[config.mk]
export PLATFORM = sky130hd
export DESIGN_NAME = audio_sample_packetizer
export DESIGN_NICKNAME = d
export VERILOG_FILES = /design/src/rtl/audio_sample_packetizer.sv
export SDC_FILE = /design/constraint.sdc
export NUM_CORES = 1
export LEC_CHECK = 0
export BUFFER_PORTS_ARGS = -buffer_cell sky130_fd_sc_hd__buf_2
export CAP_MARGIN = 25
export CELL_PAD_IN_SITES_DETAIL_PLACEMENT = 2
export CELL_PAD_IN_SITES_GLOBAL_PLACEMENT = 2
export CORE_MARGIN = 3
export CORE_UTILIZATION = 39
export DETAILED_ROUTE_END_ITERATION = 10
export PLACE_DENSITY = 0.76
export SYNTH_ARGS = -nofsm -noshare
export SYNTH_HDL_FRONTEND = slang
export SYNTH_SLANG_ARGS = --single-unit
[constraint.sdc]
create_clock -name clk_pixel -period 12.2 [get_ports clk_pixel]
set_clock_uncertainty 0.05 [all_clocks]
set_input_delay 2.44 -clock clk_pixel [delete_from_list [all_inputs] [get_ports clk_pixel]]
set_output_delay 2.44 -clock clk_pixel [all_outputs]
set_load 0.05 [all_outputs]
[src/rtl/audio_sample_packetizer.sv]
// HDMI Audio Sample Packet builder: stereo PCM FIFO plus a fixed-latency packet assembler.
// Optional feature: define HDMI_AUDIO_CHSTAT_EN to send CHSTAT bits as per-frame channel status.
module audio_sample_packetizer #(
    parameter int          SAMPLE_WIDTH = 16,
    parameter int          FIFO_DEPTH   = 8,
    parameter logic [39:0] CHSTAT       = 40'h0000000004
) (
    input  logic                          clk_pixel,
    input  logic                          reset,
    input  logic                          sample_valid,
    output logic                          sample_ready,
    input  logic [SAMPLE_WIDTH-1:0]       sample_left,
    input  logic [SAMPLE_WIDTH-1:0]       sample_right,
    input  logic                          packet_request,
    output logic                          packet_valid,
    output logic [23:0]                   header,
    output logic [55:0]                   sub0,
    output logic [55:0]                   sub1,
    output logic [55:0]                   sub2,
    output logic [55:0]                   sub3,
    output logic [$clog2(FIFO_DEPTH):0]   fifo_level
);

    localparam int AW    = $clog2(FIFO_DEPTH);
    localparam int SHIFT = 24 - SAMPLE_WIDTH;

    typedef enum logic [1:0] {IDLE, POP, EMIT} state_t;

    state_t state;
    state_t state_next;

    logic [2*SAMPLE_WIDTH-1:0] mem [FIFO_DEPTH];
    logic [AW-1:0]             wr_ptr;
    logic [AW-1:0]             rd_ptr;
    logic                      push;
    logic                      pop;

    logic [1:0]  k;
    logic [2:0]  n;
    logic [7:0]  frame;
    logic [3:0]  present;
    logic [55:0] work0;
    logic [55:0] work1;
    logic [55:0] work2;
    logic [2:0]  work_b;

    logic [SAMPLE_WIDTH-1:0] head_left;
    logic [SAMPLE_WIDTH-1:0] head_right;
    logic [23:0]             l24;
    logic [23:0]             r24;
    logic                    chan_c;
    logic                    p_l;
    logic                    p_r;
    logic [55:0]             built;
    logic [55:0]             fill;
    logic                    first_frame;

    // Sample handshake: a pair transfers on a rising edge where sample_valid && sample_ready;
    // sample_ready depends only on the stored level, never on a same-cycle pop.
    assign sample_ready = !reset && (fifo_level < (AW+1)'(FIFO_DEPTH));
    assign push         = sample_valid && sample_ready;
    assign pop          = (state == POP) && ({1'b0, k} < n);

    always_ff @(posedge clk_pixel) begin
        if (push) begin
            mem[wr_ptr] <= {sample_left, sample_right};
        end
    end

    always_ff @(posedge clk_pixel or posedge reset) begin
        if (reset) begin
            wr_ptr     <= '0;
            rd_ptr     <= '0;
            fifo_level <= '0;
        end else begin
            if (push) wr_ptr <= wr_ptr + 1'b1;
            if (pop)  rd_ptr <= rd_ptr + 1'b1;
            case ({push, pop})
                2'b10:   fifo_level <= fifo_level + 1'b1;
                2'b01:   fifo_level <= fifo_level - 1'b1;
                default: fifo_level <= fifo_level;
            endcase
        end
    end

    assign head_left  = mem[rd_ptr][2*SAMPLE_WIDTH-1:SAMPLE_WIDTH];
    assign head_right = mem[rd_ptr][SAMPLE_WIDTH-1:0];
    assign l24        = 24'(head_left) << SHIFT;
    assign r24        = 24'(head_right) << SHIFT;

`ifdef HDMI_AUDIO_CHSTAT_EN
    logic [39:0] chstat_bits;
    assign chstat_bits = CHSTAT;
    assign chan_c      = (frame < 8'd40) ? chstat_bits[frame[5:0]] : 1'b0;
`else
    logic unused_chstat;
    assign unused_chstat = ^CHSTAT;
    assign chan_c        = 1'b0;
`endif

    // V and U are always zero, so parity covers the sample and C only.
    assign p_l         = ^{l24, 1'b0, 1'b0, chan_c};
    assign p_r         = ^{r24, 1'b0, 1'b0, chan_c};
    assign built       = {p_r, chan_c, 1'b0, 1'b0, p_l, chan_c, 1'b0, 1'b0, r24, l24};
    assign fill        = pop ? built : 56'd0;
    assign first_frame = pop && (frame == 8'd0);

    always_comb begin
        present = 4'b0000;
        case (n)
            3'd0:    present = 4'b0000;
            3'd1:    present = 4'b0001;
            3'd2:    present = 4'b0011;
            3'd3:    present = 4'b0111;
            default: present = 4'b1111;
        endcase
    end

    always_comb begin
        state_next = state;
        case (state)
            IDLE:    if (packet_request) state_next = POP;
            POP:     if (k == 2'd3) state_next = EMIT;
            EMIT:    state_next = IDLE;
            default: state_next = IDLE;
        endcase
    end

    always_ff @(posedge clk_pixel or posedge reset) begin
        if (reset) begin
            state <= IDLE;
            k     <= '0;
            n     <= '0;
            frame <= '0;
        end else begin
            state <= state_next;
            if (state == IDLE) begin
                k <= '0;
                if (packet_request) begin
                    n <= (fifo_level >= (AW+1)'(4)) ? 3'd4 : fifo_level[2:0];
                end
            end else if (state == POP) begin
                k <= k + 1'b1;
            end
            if (pop) begin
                frame <= (frame == 8'd191) ? 8'd0 : frame + 8'd1;
            end
        end
    end

    // The last POP cycle writes its subpacket straight into the outputs alongside packet_valid.
    always_ff @(posedge clk_pixel or posedge reset) begin
        if (reset) begin
            work0        <= '0;
            work1        <= '0;
            work2        <= '0;
            work_b       <= '0;
            packet_valid <= 1'b0;
            header       <= '0;
            sub0         <= '0;
            sub1         <= '0;
            sub2         <= '0;
            sub3         <= '0;
        end else begin
            packet_valid <= 1'b0;
            if (state == POP) begin
                case (k)
                    2'd0: begin
                        work0     <= fill;
                        work_b[0] <= first_frame;
                    end
                    2'd1: begin
                        work1     <= fill;
                        work_b[1] <= first_frame;
                    end
                    2'd2: begin
                        work2     <= fill;
                        work_b[2] <= first_frame;
                    end
                    default: begin
                        sub0         <= work0;
                        sub1         <= work1;
                        sub2         <= work2;
                        sub3         <= fill;
                        header       <= {4'b0000, first_frame, work_b, 4'b0000, present, 8'h02};
                        packet_valid <= 1'b1;
                    end
                endcase
            end
        end
    end

endmodule
==> impl_metrics.ini <==
[power]
comb_power_share_pct = 41.8
intPower_mw = 4.32
leakagePower_nw = 10.8
power_mw = 7.66
p_per_area_nw_per_um2 = 314
p_seq_share_pct = 34.7
switching_share_pct = 43.6
clkPwrFrac_pct = 23.5
vdd_drop_max_uv = 216
p_switching_mw = 3.34

[sta]
timing.final.ws_setup_ns = 6.69
fmax_mhz = 181
grt_setup_unrepaired = no
finalSetupTns_ns = 0
min_period_over_period_pct = 45.2
drv_slew = 0
hold_viol = 0
tightest_slew_ns = 0.984
relSlewSlack_pct = 34.4
finalSetupViolations = 0
finalCriticalPeriod_ns = 5.51

[global_routing]
antenna_found_initial = 6
grt_max_degree = 94
grt_pass1_wl_um = 90800
first_global_vias = 14100
gr-usage-all-layers_pct = 21.1
grt.overflow.total = 0

[route]
num_vias = 12800
wire_per_inst_um = 24.4
ant_nets = 0
drc = 0
post_drt_via_cell_ratio = 5.22
wl_um = 60000
drtPass1Iterations = 5
first_iter_violations = 982

[cts]
cts_root_buf = clkbuf_16
clk_pin_slew_ns = 0.06
clock-sinks = 532
cts.htree.levels = 2
cts_resized = 0
holdBufCountCts = 0
cts_buffers = 58
cts_setup_buffers = 0
clk_latency_ns = 0.61
clk_path_buf_depth = 3
cts_tree = done

[critical_path]
critical_path_class = primary input to primary output
regToRegSetupSlack_ns = 7.75
startpoint_type = primary input
worst_r2r_endpoint = work1[51]$_DFFE_PP0P_
r2r_start = rd_ptr[0]$_DFFE_PP0P_
crit_required_ns = 9.71
crit_fanout = 2
arrival_ns = 3.02
endpoint = sample_ready
crit_start = reset
reg2reg_depth = 8
critPathCaptureType = primary output

[logic_synthesis]
ys_warn_count = 0
synth-simple-area-share_pct = 7.83
synth_edf_count = 256
synth_mux_area_share_pct = 6.65
synth_top_family_by_area = compound AO/OA/AOI/OAI gates
syn_avg_cell_area_sq_um = 13.8
synthArstFlopShare_pct = 51.9
synth_area_sq_um = 21200
yosys-top-cells-area = edfxtp_1 (36%), dfrtp_1 (33%), nand2_1 (6.3%)
synth_cells = 1540
synth_ff_type = dfrtp_1
synth_xor_xnor_area_share_pct = 1.85
yosys.area.top_type_share_pct = 36.2
synthAdderAreaFrac_pct = 0.708
yosysUniqueCellTypes = 44
ys_ff_latch = 532
synth_area_leader_cell = edfxtp_1
ys_seq_area_share_pct = 68.8
synth_compound_area_share_pct = 8.12

[placed_design]
post-place-ws_ns = 6.69
placed_cells = 2352
gp_congestion = 0.741
placement.io_buffers = 186
hpwl_um = 38000

[cells_and_area]
area_growth_pct = 14.9
drive_above_1_share_pct = 19.9
fin_nets = 1772
fin_cells = 2456

[floorplan]
rows = 84
fp.dieH_um = 239
start_util_pct = 39.9
ios = 290
core_sq_um = 53200
chipWidth_um = 239
die_area_sq_um = 57200

[outcome]
status = finished, final reports clean

[min_path]
hold_class = flip-flop to flip-flop

[job]
drv_cap = 0
metrics by stage:
| step | cell area, sq um | hold WS (ns) | utilization, % |
|---|---|---|---|
| 3_5_place_dp | 22400 | 0.407 | 42.1 |
| 2_1_floorplan | 21600 | 0.389 | - |
| 6_report | 24400 | 0.421 | 45.8 |
| 5_1_grt | 24400 | 0.436 | 45.8 |
| 3_3_place_gp | 22400 | 0.398 | 42.1 |
| 4_1_cts | 24400 | 0.426 | 45.8 |
metal layers:
| metal | wire [um] | GRT usage, % | vias up |
|---|---|---|---|
| met2 | 30700 | 36.6 | 323 |
| met1 | 25500 | 27.8 | 6784 |
| met5 | 55 | 0 | - |
| li1 | - | - | 5629 |
| met4 | 992 | 5.19 | 8 |
| met3 | 2760 | 3.26 | 78 |
cells in the final DEF (no fill, tap or decap), types with 4 or more instances in the layout:
cell type    n
nand3_1      4
clkinv_2     9
ha_1        12
conb_1     103
dfrtp_1    274
nand2b_1     5
buf_4       25
a22o_1     129
nor2_2       6
a21oi_2      8
clkbuf_8    10
inv_1        8
clkinv_1     6
edfxtp_1   256
mux2i_1     64
xor2_1      11
nor2_1      39
clkbuf_1    10
clkbuf_16   60
mux4_1       7
mux4_2      25
o31ai_1      8
nor2b_1      4
xnor2_1     32
a21oi_1     30
o21ai_0     15
nand2_1    355
buf_2      186
o22ai_1     32
bufinv_16    6
cell families (layout without fill, tap and decap cells):
logic type,Yosys count,in the layout
and+or+nand+nor,427,427
buffers and inverters,200,325
muxes,98,98
AOI/OAI and AO/OA,226,226
DFF,532,532
adders and majority gates,12,12
xor gates and xnor gates,44,44
other,1,104
sequential cells by signal (all words and copies together) (netlist names):
| signal | flops |
|---|---|
| work2 | 34 |
| wr_ptr | 3 |
| n | 3 |
| sub0 | 34 |
| k | 2 |
| header | 9 |
| sub3 | 34 |
| sub1 | 34 |
| fifo_level | 4 |
| packet_valid | 1 |
| work_b | 3 |
| frame | 8 |
| work0 | 34 |
| state | 2 |
| sub2 | 34 |
| rd_ptr | 3 |
| work1 | 34 |
| mem | 256 |
how the worst min path moves through the flow:
stage / from / to / cells past startpoint
6_report: work2[51]$_DFFE_PP0P_ / sub2[51]$_DFFE_PP0P_ / 2
5_1_grt: sub1[47]$_DFFE_PP0P_ / sub1[47]$_DFFE_PP0P_ / 2
4_1_cts: work2[51]$_DFFE_PP0P_ / sub2[51]$_DFFE_PP0P_ / 2
3_5_place_dp: work0[36]$_DFFE_PP0P_ / sub0[36]$_DFFE_PP0P_ / 2
3_3_place_gp: header[1]$_DFFE_PP0P_ / header[1]$_DFFE_PP0P_ / 1
2_1_floorplan: work_b[0]$_DFFE_PP0P_ / header[16]$_DFFE_PP0P_ / 2
critical path, cell delays in order:
cell	delay, ns
buf_2	0.14
nor2_1	0.15
buf_2	0.29
cell usage after synthesis, drive strengths merged (8+ instances only):
| cell | n |
|---|---|
| nand2 | 357 |
| o31ai | 8 |
| xor2 | 11 |
| xnor2 | 33 |
| dfrtp | 276 |
| a22o | 129 |
| clkbuf | 60 |
| nor2 | 45 |
| buf | 126 |
| edfxtp | 256 |
| ha | 12 |
| a21oi | 39 |
| mux2i | 64 |
| inv | 11 |
| mux4 | 32 |
| o21ai | 16 |
| o22ai | 32 |
cell type report:
cell class / instances / area, sq um
antenna: 1 / 2.50
clock buffer: 80 / 1680
clock inverter: 23 / 289
fill: 5130 / 28800
inverter: 11 / 50.0
multi-input combinational: 910 / 5770
sequential: 532 / 14600
tap: 688 / 861
timing repair buffer: 211 / 1120
power groups by stage:
stage / Combinational [mW] / Clock, mW / Sequential, mW
CTS: 3.23 / 1.84 / 2.67
floorplan: 1.72 / 0 / 3.21
finish: 3.20 / 1.80 / 2.66
global placement: 3.09 / 0 / 2.67
detailed placement: 3.20 / 0 / 2.69
global route: 3.42 / 1.92 / 2.72
Power figures use the tool's default switching activity.
